File: config.mk
export PLATFORM = sky130hd
export DESIGN_NAME = rv_fetch_aligner
export DESIGN_NICKNAME = d
export VERILOG_FILES = /design/src/rtl/rv_fetch_aligner.sv
export SDC_FILE = /design/constraint.sdc
export NUM_CORES = 1
export LEC_CHECK = 0
export CORE_UTILIZATION = 52
export CTS_BUF_LIST = sky130_fd_sc_hd__clkbuf_4 sky130_fd_sc_hd__clkbuf_8 sky130_fd_sc_hd__clkbuf_16
export DETAILED_ROUTE_END_ITERATION = 16
export HOLD_SLACK_MARGIN = 0.02
export PLACE_DENSITY_LB_ADDON = 0.05
export SKIP_CTS_REPAIR_TIMING = 1
export SLEW_MARGIN = 25
export SYNTH_ARGS = -nofsm -noshare
export SYNTH_HDL_FRONTEND = slang
export SYNTH_SLANG_ARGS = --single-unit
File: constraint.sdc
create_clock -name clk -period 3.89 [get_ports clk]
set_clock_uncertainty 0.15 [all_clocks]
set_input_delay 0.5835 -clock clk [delete_from_list [all_inputs] [get_ports clk]]
set_output_delay 0.5835 -clock clk [all_outputs]
set_load 0.01 [all_outputs]
File: src/rtl/rv_fetch_aligner.sv
// Fetch-word to instruction aligner: queues 32-bit fetch words as halfwords and
// presents one compressed or 32-bit instruction per cycle with its PC.
module rv_fetch_aligner #(
  parameter int unsigned BUF_HW   = 4,
  parameter logic [31:0] RESET_PC = 32'h0000_0000
) (
  input  logic        clk,
  input  logic        rst,
  input  logic        flush,
  input  logic        fetch_valid,
  output logic        fetch_ready,
  input  logic [31:0] fetch_addr,
  input  logic [31:0] fetch_data,
  output logic        instr_valid,
  input  logic        instr_ready,
  output logic [31:0] instr_data,
  output logic [31:0] instr_pc,
  output logic        instr_compressed
);

  localparam int unsigned PW = (BUF_HW > 1) ? $clog2(BUF_HW) : 1;
  localparam int unsigned CW = $clog2(BUF_HW + 1);

  logic [15:0]   buf_q [BUF_HW];
  logic [15:0]   buf_d [BUF_HW];
  logic [PW-1:0] head_q, head_d, tail_q, tail_d;
  logic [CW-1:0] count_q, count_d;
  logic [31:0]   head_pc_q, head_pc_d;
  logic          need_pc_q, need_pc_d;
  logic [31:0]   out_data_q, out_data_d, out_pc_q, out_pc_d;
  logic          out_c_q, out_c_d;

  logic [PW-1:0] head1, tail1;
  logic [15:0]   hw0, hw1;
  logic          is32, avail, push, pop, push_hi_only;
  logic [31:0]   cur_data;
  logic [CW-1:0] push_n, pop_n;

  function automatic logic [PW-1:0] wrap_inc(input logic [PW-1:0] p);
    return (p == PW'(BUF_HW - 1)) ? '0 : p + PW'(1);
  endfunction

  assign head1        = wrap_inc(head_q);
  assign tail1        = wrap_inc(tail_q);
  assign hw0          = buf_q[head_q];
  assign hw1          = buf_q[head1];
  assign is32         = (hw0[1:0] == 2'b11);
  assign avail        = is32 ? (count_q >= CW'(2)) : (count_q >= CW'(1));
  assign cur_data     = is32 ? {hw1, hw0} : {16'h0000, hw0};
  assign instr_valid  = avail && !flush && !need_pc_q;
  assign fetch_ready  = !flush && (count_q <= CW'(BUF_HW - 2));
  assign push         = fetch_valid && fetch_ready;
  assign pop          = instr_valid && instr_ready;
  assign push_hi_only = need_pc_q && fetch_addr[1];
  assign push_n       = push ? (push_hi_only ? CW'(1) : CW'(2)) : '0;
  assign pop_n        = pop ? (is32 ? CW'(2) : CW'(1)) : '0;

  // While invalid, outputs replay the last presented instruction so nothing
  // downstream sees stale queue contents or X after reset.
  assign instr_data       = instr_valid ? cur_data  : out_data_q;
  assign instr_pc         = instr_valid ? head_pc_q : out_pc_q;
  assign instr_compressed = instr_valid ? !is32     : out_c_q;

  always_comb begin
    buf_d      = buf_q;
    head_d     = head_q;
    tail_d     = tail_q;
    count_d    = count_q;
    head_pc_d  = head_pc_q;
    need_pc_d  = need_pc_q;
    out_data_d = out_data_q;
    out_pc_d   = out_pc_q;
    out_c_d    = out_c_q;
    if (instr_valid) begin
      out_data_d = cur_data;
      out_pc_d   = head_pc_q;
      out_c_d    = !is32;
    end
    if (flush) begin
      head_d    = '0;
      tail_d    = '0;
      count_d   = '0;
      need_pc_d = 1'b1;
    end else begin
      if (push) begin
        if (push_hi_only) begin
          buf_d[tail_q] = fetch_data[31:16];
          tail_d        = tail1;
        end else begin
          buf_d[tail_q] = fetch_data[15:0];
          buf_d[tail1]  = fetch_data[31:16];
          tail_d        = wrap_inc(tail1);
        end
        if (need_pc_q) begin
          need_pc_d = 1'b0;
          head_pc_d = push_hi_only ? fetch_addr : {fetch_addr[31:1], 1'b0};
        end
      end
      // Pop never coincides with a PC-establishing push: need_pc gates instr_valid.
      if (pop) begin
        head_d    = is32 ? wrap_inc(head1) : head1;
        head_pc_d = head_pc_q + (is32 ? 32'd4 : 32'd2);
      end
      count_d = count_q + push_n - pop_n;
    end
  end

  always_ff @(posedge clk or posedge rst) begin
    if (rst) begin
      head_q     <= '0;
      tail_q     <= '0;
      count_q    <= '0;
      head_pc_q  <= RESET_PC;
      need_pc_q  <= 1'b1;
      out_data_q <= '0;
      out_pc_q   <= RESET_PC;
      out_c_q    <= 1'b0;
    end else begin
      head_q     <= head_d;
      tail_q     <= tail_d;
      count_q    <= count_d;
      head_pc_q  <= head_pc_d;
      need_pc_q  <= need_pc_d;
      out_data_q <= out_data_d;
      out_pc_q   <= out_pc_d;
      out_c_q    <= out_c_d;
    end
  end

  always_ff @(posedge clk) begin
    for (int unsigned i = 0; i < BUF_HW; i++) buf_q[i] <= buf_d[i];
  end

endmodule

==> out/qor_table.md, run 1 <==
| Group | Item | This run |
|---|---|---|
| status | Status | finished, final reports clean |
| clock network | Deepest level of the CTS H-tree | 4 |
| route | Number of vias per cell | 6.03 |
| power | Net Sw Frac | 34.8% |
| synthesis | Avg Inst Size Synth | 10.9 sq um |
| cells and area | Final net count | 1016 |
| synthesis | Mux contribution to synthesized area | 8.12% |
| power | Relative contribution of the clock network to total power | 21.8% |
| cells and area | Commonest non-fill, non-tap cell in the layout | sky130_fd_sc_hd__nand2_1 |
| die | X dimension of the die | 133 microns |
| power | Portion of total power attributed to combinational logic | 39.6% |
| synthesis | Synth area leaders | sky130_fd_sc_hd__dfrtp_1 29%, sky130_fd_sc_hd__edfxtp_1 22%, sky130_fd_sc_hd__a22o_1 10% |
| cells and area | Final antenna diode count | 0 |
| clock network | Clk root buf | sky130_fd_sc_hd__clkbuf_16 |
| route | DR vias | 7043 |
| sta | RSZ-0062 raised after global routing | yes |
| synthesis | Synth Net Count | 892 |
| cells and area | Commonest non-fill, non-tap cells in the layout | 195 x sky130_fd_sc_hd__nand2_1, 135 x sky130_fd_sc_hd__clkdlybuf4s50_1, 105 x sky130_fd_sc_hd__a22o_1 |
| sta | Time the worst path needs with I/O delays and setup | 3.82 ns |
| cells and area | Footprint of the multi-input gates | 3980 sq um |
| power | Total internal power | 4780 uW |
| cells and area | Area added between synthesis and finish | 23.9% |
| global route | First-pass GRT wire length | 36800 microns |
| critical path | Data arrival time at the worst-slack endpoint | 3.09 ns |
| synthesis | Fraction of the mapped netlist area in simple logic gates | 14.5% |
| die | Die Height | 133 microns |
| sta | Total Negative Setup Slacks | 0 ns |
| critical path | Required time of the worst setup path | 3.16 ns |
| synthesis | Async set-or-reset flop fraction in the synthesized netlist | 62.1% |
| cells and area | Proportion of layout cells with a drive suffix above 1 | 12.9% |
| route | First-iteration detailed-routing DRC count | 419 |
| clock network | Post-CTS clock slew at the launch and capture registers of the worst setup and hold paths | 0.06 ns |
| cells and area | # fillers | 1285 |
| sta | # setup viols final | 0 |
| die | Initial core utilization | 53.3% |
| synthesis | Netlist area before placement | 8880 sq um |
| route | Overall routed net length | 22700 microns |
| power | Share of total power in sequential cells | 38.6% |
| global route | Sum of overflow across all layers after global routing | 0 |
| sta | Slew of the pin with the lowest slew margin | 1.10 ns |
| sta | Worst setup slack after layout | 0.0681 ns |
| clock network | Clock buffer count from CTS | 17 |
| synthesis | Xor-xnor portion of the synthesized cell area | 0.493% |
| synthesis | Yosys synthesis warning count | 0 |
| global route | Vias in the first global route | 7111 |
| synthesis | EDFF count, synth | 64 |
| sta | Number of hold violations in the final report | 0 |
| synthesis | Most common flop cell mapped by yosys | sky130_fd_sc_hd__dfrtp_1 |
| place | I/O Buffers | 135 |
| sta | Final worst-path cycle share | 98.2% |
| route | WL per Instance | 19.4 microns |
| die | Count of boundary I/O pins | 136 |
| sta | Fmax | 262 MHz |
| critical path | Maximum fanout along the worst path | 41 |
| synthesis | Library cell with the largest summed area after synthesis | sky130_fd_sc_hd__dfrtp_1 |
| min path | Class of the tightest hold or removal check | reg2reg |
| synthesis | Cell count after synthesis | 811 |
| cells and area | Combined flip-flop and latch cell area | 4550 sq um |
| synthesis | Count of distinct cell types in the synthesized netlist | 61 |
| critical path | Setup crit start kind | register |
| synthesis | Main combinational cell family by area after synthesis | compound AO/OA/AOI/OAI gates |
| sta | Final Max Tran Viols | 0 |
| global route | Largest net degree at the start of global routing | 77 |
| power | Power Dens Cells | 666 nW/um^2 |
| die | FP Rows | 47 |
| synthesis | Top-area cell type share of the netlist area | 29.3% |
| route | DRC errors left | 0 |
| global route | Initial antenna violation count | 0 |
| route | Antenna viol nets, final | 0 |
| clock network | Number of buffers on the longest clock path | 2 |
| power | Leakage power total | 0.00451 uW |
| clock network | TritonCTS clock tree | yes |
| die | Die Area | 17600 sq um |
| power | Switching Power | 2550 uW |
| synthesis | Flops & latches, synth | 169 |
| synthesis | Seq/Total Area, Yosys | 51.3% |
| critical path | Startpoint-to-endpoint class of the critical path | reg2out |
| power | Worst voltage drop across the vdd grid | 0.000293 V |
| sta | Rel. slew slack | 26.5% |
| place | HPWL after detailed placement | 16100 microns |
| synthesis | Fraction of the mapped netlist area in adder cells | 1.94% |
| clock network | CTS Sinks | 169 |
| job | Reported max-cap violation count | 0 |
| clock network | Clock latency at the later pin of the worst-skew pair | 0.43 ns |
| route | Count of TritonRoute iterations in the first routing pass | 4 |
| synthesis | Fraction of the mapped netlist area in compound gates | 19.6% |
| global route | GRT Total Usage | 26.7% |
| place | Worst setup timing slack at the placement stage | 0.129 ns |
| critical path | Crit. End Element | primary output |
| die | Core Footprint | 16600 sq um |
| sta | Worst-case hold slack | 0.322 ns |
| place | Final GP Congestion | 0.837 |
==> synthesized netlist by cell type (all sizes together) (7+ instances only) <==
cell type and number:
nor3 12, inv 15, and2 7, a21oi 23, a211oi 18, ha 9
nor2 45, and3 8, nand3 9, edfxtp 64, buf 27, dfrtp 104
clkbuf 33, o21ai 34, mux4 32, a22o 105, nand2 195
==> path summary, 6_finish.rpt <==
kind | startpoint | endpoint | slack [ns] | cells past startpoint
worst max-delay path | head_q[0] | instr_data[27] | 0.07 | 6
min in group asynchronous | rst | out_pc_q[9] | 0.49 | 2
max in group asynchronous | rst | head_pc_q[29] | 2.37 | 3
worst max register to register | head_q[0] | head_pc_q[25] | 0.22 | 12
worst min register to register | out_pc_q[14] | out_pc_q[14] | 0.32 | 2
worst min-delay path | out_pc_q[14] | out_pc_q[14] | 0.32 | 2
==> routing by layer <==
metal | GRT usage, % | part of all wire, % | vias to the layer above
met5 | 0 | 0 | -
met2 | 45.4 | 51 | 284
met4 | 10.3 | 2.2 | 0
met1 | 34.4 | 42 | 3436
li1 | - | - | 3284
met3 | 4.29 | 5.5 | 39
==> through the flow <==
step / utilization (%) / cell area [sq um] / cells / power (uW)
floorplan: - / 8880 / 811 / 4450
global placement: 62.7 / 10400 / 1136 / 5630
detailed placement: 62.7 / 10400 / 1136 / 5740
CTS: 66.0 / 11000 / 1168 / 7350
global route: 66.1 / 11000 / 1168 / 7740
finish: 66.1 / 11000 / 1168 / 7330
==> power by group through the flow <==
stage	sequential [uW]	combinational, uW	clock, uW
floorplan	2720	1730	0
global placement	2810	2820	0
detailed placement	2850	2890	0
CTS	2820	2910	1620
global route	2890	3150	1700
finish	2830	2910	1600
==> cell type report <==
cell class,count,share of cell area [%]
Clock buffer,18,3.93
Inverter,15,0.557
Timing Repair Buffer,165,14.3
Multi-Input combinational cell,567,36.2
Tap cell,220,2.50
Sequential cell,169,41.4
Clock inverter,14,1.13
==> logic make-up after synthesis <==
family,after synthesis
AO/OA/AOI/OAI,220
flip-flops,169
adder cells (fa/ha/maj),12
buffers and inverters,75
XOR/XNOR,5
multiplexers,32
AND/OR/NAND/NOR,298
==> critical path, stage by stage, from the launching register on <==
cell                              delay [ns]
sky130_fd_sc_hd__dfrtp_2                0.43
sky130_fd_sc_hd__mux4_2                 0.60
sky130_fd_sc_hd__a21boi_1               0.28
sky130_fd_sc_hd__o31ai_4                0.10
sky130_fd_sc_hd__buf_4                  0.27
sky130_fd_sc_hd__o21ai_0                0.37
sky130_fd_sc_hd__clkdlybuf4s50_1        0.61
==> registers in the layout, indices dropped and copies added, names as in the netlist <==
name        count
buf_q          64
count_q         3
need_pc_q       1
out_pc_q       32
out_c_q         1
tail_q          2
out_data_q     32
head_q          2
head_pc_q      32
No activity file was read; power rests on OpenSTA's default activity.
==> run 2: changes to the inputs <==
--- a/config.mk
+++ b/config.mk
@@ -11,6 +11,7 @@
 export HOLD_SLACK_MARGIN = 0.02
 export PLACE_DENSITY_LB_ADDON = 0.05
 export SKIP_CTS_REPAIR_TIMING = 1
+export SKIP_LAST_GASP = 1
 export SLEW_MARGIN = 25
 export SYNTH_ARGS = -nofsm -noshare
 export SYNTH_HDL_FRONTEND = slang
==> results of run 2 <==
No change in the layout: final DEF, timing and power equal those of run 1.
